$ cat config.mk
export PLATFORM = sky130hd
export DESIGN_NAME = alu_serial_ctrl
export DESIGN_NICKNAME = d
export VERILOG_FILES = /design/src/rtl/alu_serial_ctrl.sv
export SDC_FILE = /design/constraint.sdc
export NUM_CORES = 1
export LEC_CHECK = 0
export BUFFER_PORTS_ARGS = -buffer_cell sky130_fd_sc_hd__buf_2
export CAP_MARGIN = 20
export CORE_ASPECT_RATIO = 1.1
export CORE_UTILIZATION = 25
export DETAILED_ROUTE_END_ITERATION = 10
export GPL_TIMING_DRIVEN = 1
export SLEW_MARGIN = 20
export SYNTH_ARGS = -nofsm -noshare
export SYNTH_HDL_FRONTEND = slang
export SYNTH_SLANG_ARGS = --single-unit
export TNS_END_PERCENT = 10
$ cat constraint.sdc
create_clock -name clk -period 2.4 [get_ports clk]
set_clock_uncertainty 0.2 [all_clocks]
set_input_delay 0.48 -clock clk [delete_from_list [all_inputs] [get_ports clk]]
set_output_delay 0.48 -clock clk [all_outputs]
set_load 0.05 [all_outputs]
$ cat src/rtl/alu_serial_ctrl.sv
// Bit-serial ALU sequencer: one shared 1-bit full-adder cell is stepped LSB first
// across the latched operands, one bit per clock, for ADD/SUB/AND/XOR.

module half_adder (
  input  logic x,
  input  logic y,
  output logic s,
  output logic c
);
  assign s = x ^ y;
  assign c = x & y;
endmodule

module alu_serial_ctrl #(
  parameter int WIDTH = 4
) (
  input  logic             clk,
  input  logic             rst_n,
  input  logic             start_in,
  input  logic [1:0]       op_in,
  input  logic [WIDTH-1:0] a_in,
  input  logic [WIDTH-1:0] b_in,
  output logic [WIDTH-1:0] result,
  output logic             carry_out,
  output logic             zero_out,
  output logic             busy,
  output logic             done
);
  localparam int IDX_W = (WIDTH > 1) ? $clog2(WIDTH) : 1;
  localparam logic [IDX_W-1:0] LAST_IDX = IDX_W'(WIDTH - 1);

  localparam logic [1:0] IDLE = 2'd0;
  localparam logic [1:0] RUN  = 2'd1;
  localparam logic [1:0] DONE = 2'd2;

  localparam logic [1:0] OP_ADD = 2'b00;
  localparam logic [1:0] OP_SUB = 2'b01;
  localparam logic [1:0] OP_AND = 2'b10;

  logic [1:0]       state_reg;
  logic [WIDTH-1:0] a_reg;
  logic [WIDTH-1:0] b_reg;
  logic [1:0]       op_reg;
  logic [IDX_W-1:0] idx_reg;
  logic             carry_reg;
  logic [WIDTH-1:0] shift_reg;
  logic [WIDTH-1:0] result_reg;
  logic             carry_out_reg;
  logic             zero_reg;

  logic             a_bit;
  logic             b_bit;
  logic             b_eff;
  logic             arith;
  logic             ha0_s, ha0_c, ha1_s, ha1_c;
  logic             cell_cout;
  logic             bit_next;
  logic             carry_next;
  logic [WIDTH-1:0] shift_next;
  logic             accept;
  logic             last_bit;

  assign a_bit = a_reg[idx_reg];
  assign b_bit = b_reg[idx_reg];
  assign arith = (op_reg == OP_ADD) || (op_reg == OP_SUB);
  // SUB runs as a + ~b + 1; the +1 comes from the carry preset at accept.
  assign b_eff = b_bit ^ (op_reg == OP_SUB);

  half_adder ha0 (.x(a_bit), .y(b_eff),     .s(ha0_s), .c(ha0_c));
  half_adder ha1 (.x(ha0_s), .y(carry_reg), .s(ha1_s), .c(ha1_c));
  assign cell_cout = ha0_c | ha1_c;

  always_comb begin
    bit_next   = 1'b0;
    carry_next = 1'b0;
    if (arith) begin
      bit_next   = ha1_s;
      carry_next = cell_cout;
    end else if (op_reg == OP_AND) begin
      bit_next = a_bit & b_bit;
    end else begin
      bit_next = a_bit ^ b_bit;
    end
  end

  assign shift_next = {bit_next, shift_reg[WIDTH-1:1]};
  assign accept     = start_in && ((state_reg == IDLE) || (state_reg == DONE));
  assign last_bit   = (idx_reg == LAST_IDX);

  always_ff @(posedge clk or negedge rst_n) begin
    if (!rst_n) begin
      state_reg     <= IDLE;
      a_reg         <= '0;
      b_reg         <= '0;
      op_reg        <= 2'b00;
      idx_reg       <= '0;
      carry_reg     <= 1'b0;
      shift_reg     <= '0;
      result_reg    <= '0;
      carry_out_reg <= 1'b0;
      zero_reg      <= 1'b1;
    end else begin
      case (state_reg)
        RUN: begin
          shift_reg <= shift_next;
          carry_reg <= carry_next;
          if (last_bit) begin
            state_reg     <= DONE;
            idx_reg       <= '0;
            result_reg    <= shift_next;
            carry_out_reg <= carry_next;
            zero_reg      <= (shift_next == '0);
          end else begin
            idx_reg <= idx_reg + 1'b1;
          end
        end
        default: begin
          if (accept) begin
            state_reg <= RUN;
            a_reg     <= a_in;
            b_reg     <= b_in;
            op_reg    <= op_in;
            idx_reg   <= '0;
            carry_reg <= (op_in == OP_SUB);
            shift_reg <= '0;
          end else begin
            state_reg <= IDLE;
          end
        end
      endcase
    end
  end

  assign result    = result_reg;
  assign carry_out = carry_out_reg;
  assign zero_out  = zero_reg;
  assign busy      = (state_reg == RUN);
  // DONE lasts exactly one cycle, so the state register itself is the done pulse.
  assign done      = (state_reg == DONE);

endmodule

# Word level (Yosys, flattened, before mapping)
# Index checks and enable logic that the tools add are counted.
[op_classes]
n_addsub = 1
multipliers = 0
div_mod_pow = 0
magnitude_cmp = 1
n_eq_ne = 7
shift = 0
n_mux = 17
bitwise_logic = 9
n_reduce_logical = 9
[op_table]
columns = ["cell", "n"]
rows = [
  ["2-bit 2-to-1 mux", 5],
  ["1-bit 2-to-1 mux", 8],
  ["4-bit 2-to-1 mux", 2],
  ["2-bit by 1-bit equality test with 1-bit output, second input constant", 3],
  ["2-bit equality test, second input constant", 3],
  ["1-bit binary-select mux with 2-bit select", 2],
  ["2-bit logical NOT", 2],
  ["4-bit logical NOT", 1],
  ["2-bit AND reduction", 2],
  ["1-bit XOR", 4],
  ["1-bit AND", 3],
  ["2-bit by 3-bit less-than comparator with 1-bit output, second input constant", 1],
  ["2-bit by 1-bit adder with 2-bit output, second input constant", 1],
  ["1-bit logical OR", 2],
  ["2-bit by 1-bit inequality test with 1-bit output, second input constant", 1],
  ["2-bit nonzero test", 1],
  ["1-bit logical AND", 1],
  ["1-bit NOT", 1],
  ["1-bit OR", 1],
]
[word_totals]
ff_bits = 25
latch_bits = 0
mem_bits_rw = 0
romBits = 0
wordCells = 54
mem_count = 0

# Logic depth before layout (Yosys ltp)
# Gate-level depths: netlist of run 1.
[depth]
word_depth = 8
depth_mapped = 5
ltp_nobuf = 5

# Hierarchy
# From an unflattened synthesis of run 1, not the netlist that was laid out.
[hier_totals]
hier_cells = 72
hier_area_um2 = 1054.8
[by_module_without_submodules]
columns = ["module", "instances", "cells_each", "area_per_inst_um2", "seq_area_each_um2"]
rows = [
  ["alu_serial_ctrl", 1, 70, 1029.7, 601.8],
  ["half_adder", 2, 1, 12.5, 0.0],
]

# Worst setup path before layout of run 1
# OpenSTA, ideal clock, no wires.
[synth_timing]
path_type = "register to register"
from = "register idx_reg[0]"
to = "register result_reg[3], in the netlist result[3]"
t_arrival_ps = 1916
required_time_ps = 2075
path_slack_ps = 159
stages_incl_launch_ff = 6
synth_period_minus_slack_ps = 2241
cell_sequence = "dfrtp_1 mux4_2 xnor2_1 fa_1 mux2i_1 mux2_2"
[synth_via]
elab_chain_len = 6
word_cells_on_any_way = 13
cone_classes = "eq/ne: 1; mux: 6; bitwise: 5; reduce/logical: 1"
[synth_lines]
columns = ["element", "line_no", "rtl"]
rows = [
  ["start: declaration", "44", "logic [IDX_W-1:0] idx_reg;"],
  ["start signal: assignment", "114", "idx_reg <= idx_reg + 1'b1;"],
  ["1-bit binary-select mux with 2-bit select", "64", "assign b_bit = b_reg[idx_reg];"],
  ["1-bit 2-to-1 mux (implied by the code)", "64", ""],
  ["1-bit XOR", "67", "assign b_eff = b_bit ^ (op_reg == OP_SUB);"],
  ["1-bit XOR (2 in a row)", "10", "assign s = x ^ y;"],
  ["1-bit 2-to-1 mux", "76", "if (arith) begin"],
  ["end signal: assignment", "110", "result_reg <= shift_next;"],
  ["end: declaration", "47", "logic [WIDTH-1:0] result_reg;"],
]
# Several ways; a longest one is shown, not always the timed one. The select of a mux whose other input is x is not followed.
# A chain may end at the register's enable or synchronous reset.

# Worst setup path in the final report of run 1
# Ends and elaborated chain as after synthesis.

==> reports/qor_table.md, run 1 <==
| Metric | This run |
| --- | --- |
| Synthesized netlist net count | 109 |
| Post-synthesis register bit count | 24 |
| CP endpoint kind | register |
| Die Width | 64.1 µm |
| Gr usage total | 10.1% |
| Number of CTS-inserted buffers | 3 |
| Placeable core region | 4020 µm² |
| HPWL Detailed | 1550 µm |
| Via count | 751 |
| Cell taking the most area after synthesis | sky130_fd_sc_hd__dfrtp_1 |
| Post-cts gate resize count | 0 |
| Hold Worst Slack | -0.0123 ns |
| # Max-Cap Violations | 0 |
| End-of-flow core utilization | 31.7% |
| Critical Path, Cell by Cell | mux4_2 > xnor2_1 > fa_1 > mux2i_1 > mux2_2 |
| Cell total after placement | 165 |
| Postcts setup bufs | 0 |
| R2R Setup Slk | 0.15 ns |
| Instance count of the mapped netlist | 93 |
| Area growth from synthesis to final layout | 20.4% |
| CTS H-tree lvls | 1 |
| Hold buffer count at cts | 0 |
| Placed inst area | 1230 µm² |
| Final period utilization | 93.6% |
| Number of clock sinks | 24 |
| Static leakage | 0.661 nW |
| Sequential area share after synthesis | 56.7% |
| TritonCTS clock tree | yes |
| Die area | 4510 µm² |
| Signal arrival time at the worst endpoint | 2.25 ns |
| Initial Utilization | 26.4% |
| Largest stage delay on the critical path | 0.54 ns |
| Power per cell area | 1490 nW/µm² |
| Required time worst endpoint | 2.40 ns |
| Worst skew pair latency | 0.26 ns |
| Violations in the final reports | negative hold slack |
| Clock-pin slew on the worst setup and hold paths | 0.08 ns |
| Remaining number of nets flagged by the antenna check after routing | 0 |
| Ratio of cells with drive above 1 in the final layout | 30.8% |
| IO Port Bufs | 20 |
| Count of yosys warnings during synthesis | 0 |
| Startpoint type of the worst setup path | register |
| Fillcell total | 453 |
| Standard-cell rows | 24 |
| Post-synthesis average cell area | 11.4 µm² |
| Number of diodes added for antenna fixing | 0 |
| RSZ-0062 raised after global routing | false |
| GRT overflow | 0 |
| Count of distinct cell types in the synthesized netlist | 26 |
| Per-cell routed wire length | 12.2 µm |
| Classification of the worst setup path | register to register |
| Routed WL | 2060 µm |
| Post-route DRC violation count | 0 |
| Area taken by multi-input logic gates | 435 µm² |
| Most frequent cells in the layout | sky130_fd_sc_hd__nand2_1 (31), sky130_fd_sc_hd__dfrtp_1 (23), sky130_fd_sc_hd__buf_2 (20) |
| Final instance count without filler cells | 169 |
| Drt initial violations | 17 |
| Hold Vio Cnt, Final | 23 |
| Top achievable clock speed | 445 MHz |
| Deepest clock path buffer count | 2 |
| Relative slew slack | 64.5% |
| Measured slew at the worst slew-check pin | 0.533 ns |
| Number of global-route vias before repair | 806 |
| Sequential cell area | 602 µm² |
| Library cell used as clock root buffer | sky130_fd_sc_hd__clkbuf_8 |
| Top cells by area in the synthesized netlist | sky130_fd_sc_hd__dfrtp_1 (54%), sky130_fd_sc_hd__nand2_1 (11%), sky130_fd_sc_hd__mux2_2 (5.3%) |
| Fraction of post-synthesis cell area in the top cell type by area | 54.2% |
| Number of antenna violations at the first check in global routing | 0 |
| I/O pin count | 21 |
| Finished layout cell area | 1280 µm² |
| Number of search-and-repair iterations in the first detailed-routing pass | 3 |
| Most common library cell in the layout ignoring fill and taps | sky130_fd_sc_hd__nand2_1 |
| Netlist area before placement | 1060 µm² |
| Class of the most critical hold timing path | input pin to asynchronous set/reset pin |
| Aggregate negative setup slack | 0 ns |
| Final-report setup violation count | 0 |
| Maximum vdd ir drop | 0.307 mV |
| Vias per cell | 4.44 |
| Fin crit period | 2.25 ns |
| Status | finished, violations left |
| Maximum number of pins on one net before global-route repair | 25 |
| Global-route wire length before repair | 3550 µm |
| Final count of pins violating max slew | 0 |
| Crit path max fanout | 3 |
| Placer's final routability congestion estimate | 0.743 |
| Net total in the final layout | 134 |
| Cell with the largest stage delay on the worst path | sky130_fd_sc_hd__mux4_2 |
| Height of the die | 70.3 µm |
[power by group]
group / switching [mW] / total [mW] / internal (mW) / leakage, nW
registers: 0.124 / 0.717 / 0.593 / 0.300
clock network: 0.121 / 0.239 / 0.118 / 0.0228
logic: 0.566 / 0.944 / 0.377 / 0.339
total: 0.811 / 1.90 / 1.09 / 0.661
[per-stage QoR]
stage | total power [mW] | setup WS, ns
floorplan | 1.44 | 0.159
global route | 2.04 | 0.0456
detailed placement | 1.68 | 0.166
finish | 1.90 | 0.154
CTS | 1.92 | 0.130
global placement | 1.64 | 0.206
[synthesized netlist by cell type]
cell and number:
sky130_fd_sc_hd__nand2_1 31, sky130_fd_sc_hd__dfrtp_1 23, sky130_fd_sc_hd__mux2_2 5, sky130_fd_sc_hd__a22o_1 4, sky130_fd_sc_hd__inv_1 3, sky130_fd_sc_hd__nor2b_1 3, sky130_fd_sc_hd__ha_1 2, sky130_fd_sc_hd__mux2i_1 2
sky130_fd_sc_hd__mux4_2 2, sky130_fd_sc_hd__nand2b_1 2, sky130_fd_sc_hd__a21o_1 1, sky130_fd_sc_hd__a221o_1 1, sky130_fd_sc_hd__buf_2 1, sky130_fd_sc_hd__clkbuf_1 1, sky130_fd_sc_hd__dfstp_2 1, sky130_fd_sc_hd__fa_1 1
sky130_fd_sc_hd__inv_2 1, sky130_fd_sc_hd__nand3b_4 1, sky130_fd_sc_hd__nor2_1 1, sky130_fd_sc_hd__nor2_2 1, sky130_fd_sc_hd__nor3_1 1, sky130_fd_sc_hd__nor3b_1 1, sky130_fd_sc_hd__o21ai_0 1, sky130_fd_sc_hd__o21ai_1 1
sky130_fd_sc_hd__or4_1 1, sky130_fd_sc_hd__xnor2_1 1
[critical path: cells and delay by family, from the launching register on]
kind,cells,cell delay (ns)
adders and majority gates,1,0.43
muxes,3,0.98
xor gates and xnor gates,1,0.21
DFF,1,0.37
[per-layer routing]
| metal | global-route usage, % | routed length [µm] | vias to the layer above |
|---|---|---|---|
| li1 | - | - | 358 |
| met1 | 11.7 | 867 | 379 |
| met2 | 17.5 | 1100 | 10 |
| met3 | 0.817 | 33 | 4 |
| met4 | 7.16 | 51 | 0 |
| met5 | 0 | 0 | - |
[area by class of cell]
| cell class | instances | area share, % |
|---|---|---|
| sequential | 24 | 47.1 |
| clock buffer | 4 | 3.53 |
| tap | 52 | 5.09 |
| timing repair buffer | 22 | 9.01 |
| inverter | 4 | 1.18 |
| multi-input combinational | 63 | 34.1 |
[path summary, 6_finish.rpt]
path / startpoint / to / depth (start not counted)
worst min-delay path: rst_n / op_reg[0] / 1
min in group clk: a_in[1] / a_reg[1] / 3
worst max-delay path: idx_reg[0] / result[3] / 5
worst min register to register: zero_out / zero_out / 2
max in group asynchronous: rst_n / zero_out / 1
worst max register to register: idx_reg[0] / result[3] / 5
[logic make-up after synthesis]
| logic type | Yosys count | share of synthesized area, % |
|---|---|---|
| buffers and inverters | 6 | 2.24 |
| XOR/XNOR | 1 | 0.826 |
| multiplexers | 9 | 11.4 |
| flip-flops | 24 | 56.7 |
| adder cells (fa/ha/maj) | 3 | 4.24 |
| AND/OR/NAND/NOR | 42 | 18.6 |
| AO/OA/AOI/OAI | 8 | 5.90 |
Note: power is estimated with default switching activity, not from simulation.
==> run 2: changes to the inputs <==
--- a/config.mk
+++ b/config.mk
@@ -7,7 +7,7 @@
 export LEC_CHECK = 0
 export BUFFER_PORTS_ARGS = -buffer_cell sky130_fd_sc_hd__buf_2
 export CAP_MARGIN = 20
-export CORE_ASPECT_RATIO = 1.1
+export CORE_ASPECT_RATIO = 1.75
 export CORE_UTILIZATION = 25
 export DETAILED_ROUTE_END_ITERATION = 10
 export GPL_TIMING_DRIVEN = 1
==> constraint.sdc (replaced) <==
create_clock -name clk -period 1.85 [get_ports clk]
set_clock_uncertainty 0.2 [all_clocks]
set_input_delay 0.37 -clock clk [delete_from_list [all_inputs] [get_ports clk]]
set_output_delay 0.37 -clock clk [all_outputs]
set_load 0.05 [all_outputs]
==> run 2 against run 1 <==
The flow finishes with violations (negative setup slack). Wire length rose by 5.6%. First-iteration DRC count rose by 18%. Total power rose by 38%. Register-to-register slack got worse by 0.53 ns. Flip-flop and latch count did not move. Combinational power rose by 46%. Via count rose by 1.2%. Critical path depth did not move. Utilization rose by 0.60 points. Setup slack got worse by 0.53 ns. Cell count rose by 1.8%. Critical endpoint unchanged. Die area rose by 0.22%.
==> reports/qor_table.md, run 2 (synthesis gave the netlist of run 1 again) <==
| Metric | This run |
| --- | --- |
| Status | finished, violations left |
| Violations in the final reports | negative setup slack |
| Finished layout cell area | 1330 µm² |
| Sequential cell area | 602 µm² |
| Area growth from synthesis to final layout | 25.4% |
| Crit path max fanout | 3 |
| Library cell used as clock root buffer | sky130_fd_sc_hd__clkbuf_8 |
| Deepest clock path buffer count | 2 |
| Cell total after placement | 167 |
| Signal arrival time at the worst endpoint | 2.19 ns |
| Power per cell area | 1970 nW/µm² |
| GRT overflow | 0 |
| Most common library cell in the layout ignoring fill and taps | sky130_fd_sc_hd__nand2_1 |
| Startpoint of the worst-slack reg-to-reg timing path | idx_reg[0] |
| Number of global-route vias before repair | 822 |
| Drt initial violations | 20 |
| Min setup slack post-route | -0.371 ns |
| Ratio of cells with drive above 1 in the final layout | 35.0% |
| Gr usage total | 11.2% |
| Net total in the final layout | 140 |
| Fin crit period | 2.22 ns |
| Maximum vdd ir drop | 0.816 mV |
| RSZ-0062 raised after global routing | true |
| CP endpoint kind | register |
| Final count of pins violating max slew | 0 |
| Final period utilization | 120% |
| Placed inst area | 1270 µm² |
| CTS H-tree lvls | 1 |
| Post-route DRC violation count | 0 |
| Number of CTS-inserted buffers | 3 |
| Final-report setup violation count | 5 |
| Final instance count without filler cells | 172 |
| Most frequent cells in the layout | sky130_fd_sc_hd__nand2_1 (31), sky130_fd_sc_hd__dfrtp_1 (23), sky130_fd_sc_hd__buf_2 (19) |
| Startpoint type of the worst setup path | register |
| Top achievable clock speed | 450 MHz |
| Die area | 4520 µm² |
| CP Launch Point | idx_reg[0] |
| TritonCTS clock tree | yes |
| Initial Utilization | 25.8% |
| Number of antenna violations at the first check in global routing | 0 |
| Number of clock sinks | 24 |
| Worst skew pair latency | 0.27 ns |
| Vias per cell | 4.42 |
| IO Port Bufs | 20 |
| Per-cell routed wire length | 12.6 µm |
| Min-delay src | a_in[2] |
| I/O pin count | 21 |
| Number of search-and-repair iterations in the first detailed-routing pass | 4 |
| Static leakage | 0.690 nW |
| HPWL Detailed | 1630 µm |
| Area taken by multi-input logic gates | 442 µm² |
| Classification of the worst setup path | register to register |
| Placer's final routability congestion estimate | 0.873 |
| Required time worst endpoint | 1.82 ns |
| Remaining number of nets flagged by the antenna check after routing | 0 |
| # Max-Cap Violations | 0 |
| Relative slew slack | 65.0% |
| Routed WL | 2170 µm |
| Placeable core region | 4110 µm² |
| Via count | 760 |
| Die Width | 51.2 µm |
| Measured slew at the worst slew-check pin | 0.525 ns |
| Fillcell total | 439 |
| Hold Vio Cnt, Final | 0 |
| Class of the most critical hold timing path | input pin to register |
| Number of diodes added for antenna fixing | 0 |
| Standard-cell rows | 31 |
| Height of the die | 88.2 µm |
| Hold Worst Slack | 0.0820 ns |
| Maximum number of pins on one net before global-route repair | 25 |
| Clock-pin slew on the worst setup and hold paths | 0.08 ns |
| Global-route wire length before repair | 3690 µm |
run 2: per-stage QoR:
| stage | TNS, ns | total power, mW | worst slack, ns | util [%] |
|---|---|---|---|---|
| after global routing | -1.77 | 2.81 | -0.456 | 32.3 |
| after floorplan | -1.26 | 1.87 | -0.391 | - |
| after CTS | -1.43 | 2.59 | -0.387 | 32.2 |
| after detailed placement | -1.32 | 2.26 | -0.370 | 30.8 |
| after global placement | -1.07 | 2.19 | -0.326 | 30.8 |
| final | -1.31 | 2.61 | -0.371 | 32.3 |
run 2: layer usage:
metal  vias up  global-route usage [%]  share of wire [%]
li1        367                       -                  -
met1       362                    11.7                 39
met2        26                    20.5                 53
met3         5                    2.08                6.1
met4         0                    5.90                2.5
met5         -                       0                  0
run 2: worst max-delay path, cell delays in order, from the launching register on:
cell and delay [ns]:
sky130_fd_sc_hd__dfrtp_1 0.38, sky130_fd_sc_hd__mux4_2 0.53, sky130_fd_sc_hd__xnor2_1 0.16, sky130_fd_sc_hd__fa_1 0.50, sky130_fd_sc_hd__mux2i_2 0.08, sky130_fd_sc_hd__mux2_2 0.27
run 2: cell type report:
type,count,share of cell area [%]
flip-flops and latches,24,45.2
well taps,49,4.61
inverters,4,1.13
repair buffers,28,12.4
multi-input cells,63,33.2
clock buffers,4,3.39
run 2: final timing paths:
check	endpoint	slack, ns	depth (start not counted)
worst min register to register	b_reg[2]	0.27	2
min in group asynchronous	shift_reg[1]	0.40	2
worst max register to register	result[3]	-0.37	5
max in group asynchronous	zero_out	0.68	2
worst min-delay path	a_reg[2]	0.08	3
worst max-delay path	result[3]	-0.37	5
run 2: where the power goes:
part	total, mW	internal (mW)	switching, mW
registers	0.917	0.769	0.147
clock network	0.320	0.154	0.166
logic	1.38	0.591	0.786
run 2: what timing repair did:
action	CTS	global route
hold buffers	1	0
setup endpoints to repair	6	6
endpoints found under the hold margin	23	0
setup buffers	0	0
resized for setup	1	2
==> run 3: changes to the inputs <==
--- a/config.mk
+++ b/config.mk
@@ -11,6 +11,7 @@
 export CORE_UTILIZATION = 25
 export DETAILED_ROUTE_END_ITERATION = 10
 export GPL_TIMING_DRIVEN = 1
+export SKIP_CTS_REPAIR_TIMING = 1
 export SLEW_MARGIN = 20
 export SYNTH_ARGS = -nofsm -noshare
 export SYNTH_HDL_FRONTEND = slang
==> run 3 against run 2 <==
The run still ends with negative setup slack left. Hold slack lost 0.0012 ns. Sequential share of layout area unchanged. Wire length increased by 0.55%. Clock-buffer cell count is the same. Die area is the same. Register-to-register slack hardly changed. Final area stayed put. Maximum frequency about the same. Utilization stayed put. Via count is 0.39% lower.
==> reports/qor_table.md, run 3 (synthesis gave the netlist of run 1 again) <==
| Metric | This run |
| --- | --- |
| Hold Vio Cnt, Final | 0 |
| Power per cell area | 1960 nW/µm² |
| Per-cell routed wire length | 12.7 µm |
| Number of diodes added for antenna fixing | 0 |
| CP endpoint kind | register |
| Cell total after placement | 167 |
| Most frequent cells in the layout | sky130_fd_sc_hd__nand2_1 (31), sky130_fd_sc_hd__dfrtp_1 (23), sky130_fd_sc_hd__buf_2 (19) |
| Worst hold stages | 3 |
| Global-route track usage on met1 | 11.7% |
| Drt initial violations | 20 |
| Initial Utilization | 25.8% |
| Relative slew slack | 64.6% |
| Number of clock sinks | 24 |
| Static leakage | 0.690 nW |
| Global-route wire length before repair | 3680 µm |
| Maximum number of pins on one net before global-route repair | 25 |
| HPWL Detailed | 1630 µm |
| # Max-Cap Violations | 0 |
| Met2 track demand over resource in global routing | 20.3% |
| Number of cell instances on the worst register-to-register path | 5 |
| R2R Setup Slk | -0.37 ns |
| Number of CTS-inserted buffers | 3 |
| Library cell used as clock root buffer | sky130_fd_sc_hd__clkbuf_8 |
| Number of search-and-repair iterations in the first detailed-routing pass | 4 |
| Most common library cell in the layout ignoring fill and taps | sky130_fd_sc_hd__nand2_1 |
| Die Width | 51.2 µm |
| Grt peak-use layer | met2 |
| I/O pin count | 21 |
| Number of global-route vias before repair | 813 |
| Area growth from synthesis to final layout | 25.4% |
| Height of the die | 88.2 µm |
| Violations in the final reports | negative setup slack |
| Cell with the largest stage delay on the worst path | sky130_fd_sc_hd__mux4_2 |
| Post-route DRC violation count | 0 |
| Placeable core region | 4110 µm² |
| Standard-cell rows | 31 |
| Die area | 4520 µm² |
| IO Port Bufs | 20 |
| Final instance count without filler cells | 172 |
| CP Launch Point | idx_reg[0] |
| Top achievable clock speed | 450 MHz |
| Endpoint with the worst hold slack | a_reg[2] |
| Aggregate negative setup slack | -1.31 ns |
| Placer's final routability congestion estimate | 0.873 |
| Critical Path, Cell by Cell | mux4_2 > xnor2_1 > fa_1 > mux2i_2 > mux2_2 |
| CTS H-tree lvls | 1 |
| Fin crit period | 2.22 ns |
| Capture point of the worst reg-to-reg path | result[3] |
| TritonCTS clock tree | yes |
| Ratio of cells with drive above 1 in the final layout | 35.0% |
| Min setup slack post-route | -0.372 ns |
| Sequential cell area | 602 µm² |
| Crit path max fanout | 3 |
| Largest stage delay on the critical path | 0.53 ns |
| Status | finished, violations left |
| Required time worst endpoint | 1.82 ns |
| Routed WL | 2180 µm |
| RSZ-0062 raised after global routing | true |
| Deepest clock path buffer count | 2 |
| Startpoint of the worst-slack reg-to-reg timing path | idx_reg[0] |
| Via count | 757 |
| Remaining number of nets flagged by the antenna check after routing | 0 |
| Net total in the final layout | 140 |
| Maximum vdd ir drop | 0.817 mV |
| Worst skew pair latency | 0.27 ns |
| Vias per cell | 4.40 |
| GRT met3 Usage | 2.08% |
| GRT overflow | 0 |
| Final-report setup violation count | 5 |
| Startpoint type of the worst setup path | register |
| Clock-pin slew on the worst setup and hold paths | 0.08 ns |
| Min-delay src | a_in[2] |
| Fillcell total | 439 |
| Classification of the worst setup path | register to register |
| Final period utilization | 120% |
| Final count of pins violating max slew | 0 |
| Class of the most critical hold timing path | input pin to register |
| Measured slew at the worst slew-check pin | 0.531 ns |
| Signal arrival time at the worst endpoint | 2.19 ns |
| Gr usage total | 11.1% |
| Area taken by multi-input logic gates | 442 µm² |
| Number of antenna violations at the first check in global routing | 0 |
## run 3: final cells by class
class	instances	area share (%)
clock buffer	4	3.39
inverter	4	1.13
multi-input combinational	63	33.2
tap	49	4.61
sequential	24	45.2
timing repair buffer	28	12.4
## run 3: worst max path at each step
stage,endpoint,slack (ns),depth (start not counted)
global placement,result[3],-0.33,5
finish,result[3],-0.37,5
detailed placement,result[3],-0.37,5
floorplan,result[3],-0.39,5
CTS,result[3],-0.39,5
global route,result[3],-0.46,6
## run 3: metal layers
| layer | vias to the layer above | part of all wire (%) |
|---|---|---|
| li1 | 367 | - |
| met1 | 361 | 39 |
| met2 | 24 | 53 |
| met3 | 5 | 5.6 |
| met4 | 0 | 2.5 |
| met5 | - | 0 |
## run 3: where the power goes
part | total [mW] | internal (mW) | leakage, nW | switching [mW]
registers | 0.917 | 0.769 | 0.300 | 0.148
logic | 1.37 | 0.589 | 0.367 | 0.786
clock network | 0.320 | 0.154 | 0.0228 | 0.166
total | 2.61 | 1.51 | 0.690 | 1.10
## run 3: per-stage QoR
| step | setup WS [ns] | hold WS (ns) | cell area (µm²) | utilization (%) | power [mW] |
|---|---|---|---|---|---|
| after floorplan | -0.391 | -0.126 | 1060 | - | 1.87 |
| after global placement | -0.326 | 0.165 | 1270 | 30.8 | 2.19 |
| after detailed placement | -0.370 | 0.181 | 1270 | 30.8 | 2.26 |
| after CTS | -0.387 | -0.112 | 1310 | 31.9 | 2.58 |
| after global routing | -0.456 | 0.0887 | 1330 | 32.3 | 2.81 |
| final | -0.372 | 0.0807 | 1330 | 32.3 | 2.61 |
## run 3: worst max-delay path, delay by kind of cell, from the launching register on
kind | cells | cell delay, ns
xor+xnor | 1 | 0.16
mux | 3 | 0.88
fa+ha+maj | 1 | 0.50
flops | 1 | 0.38
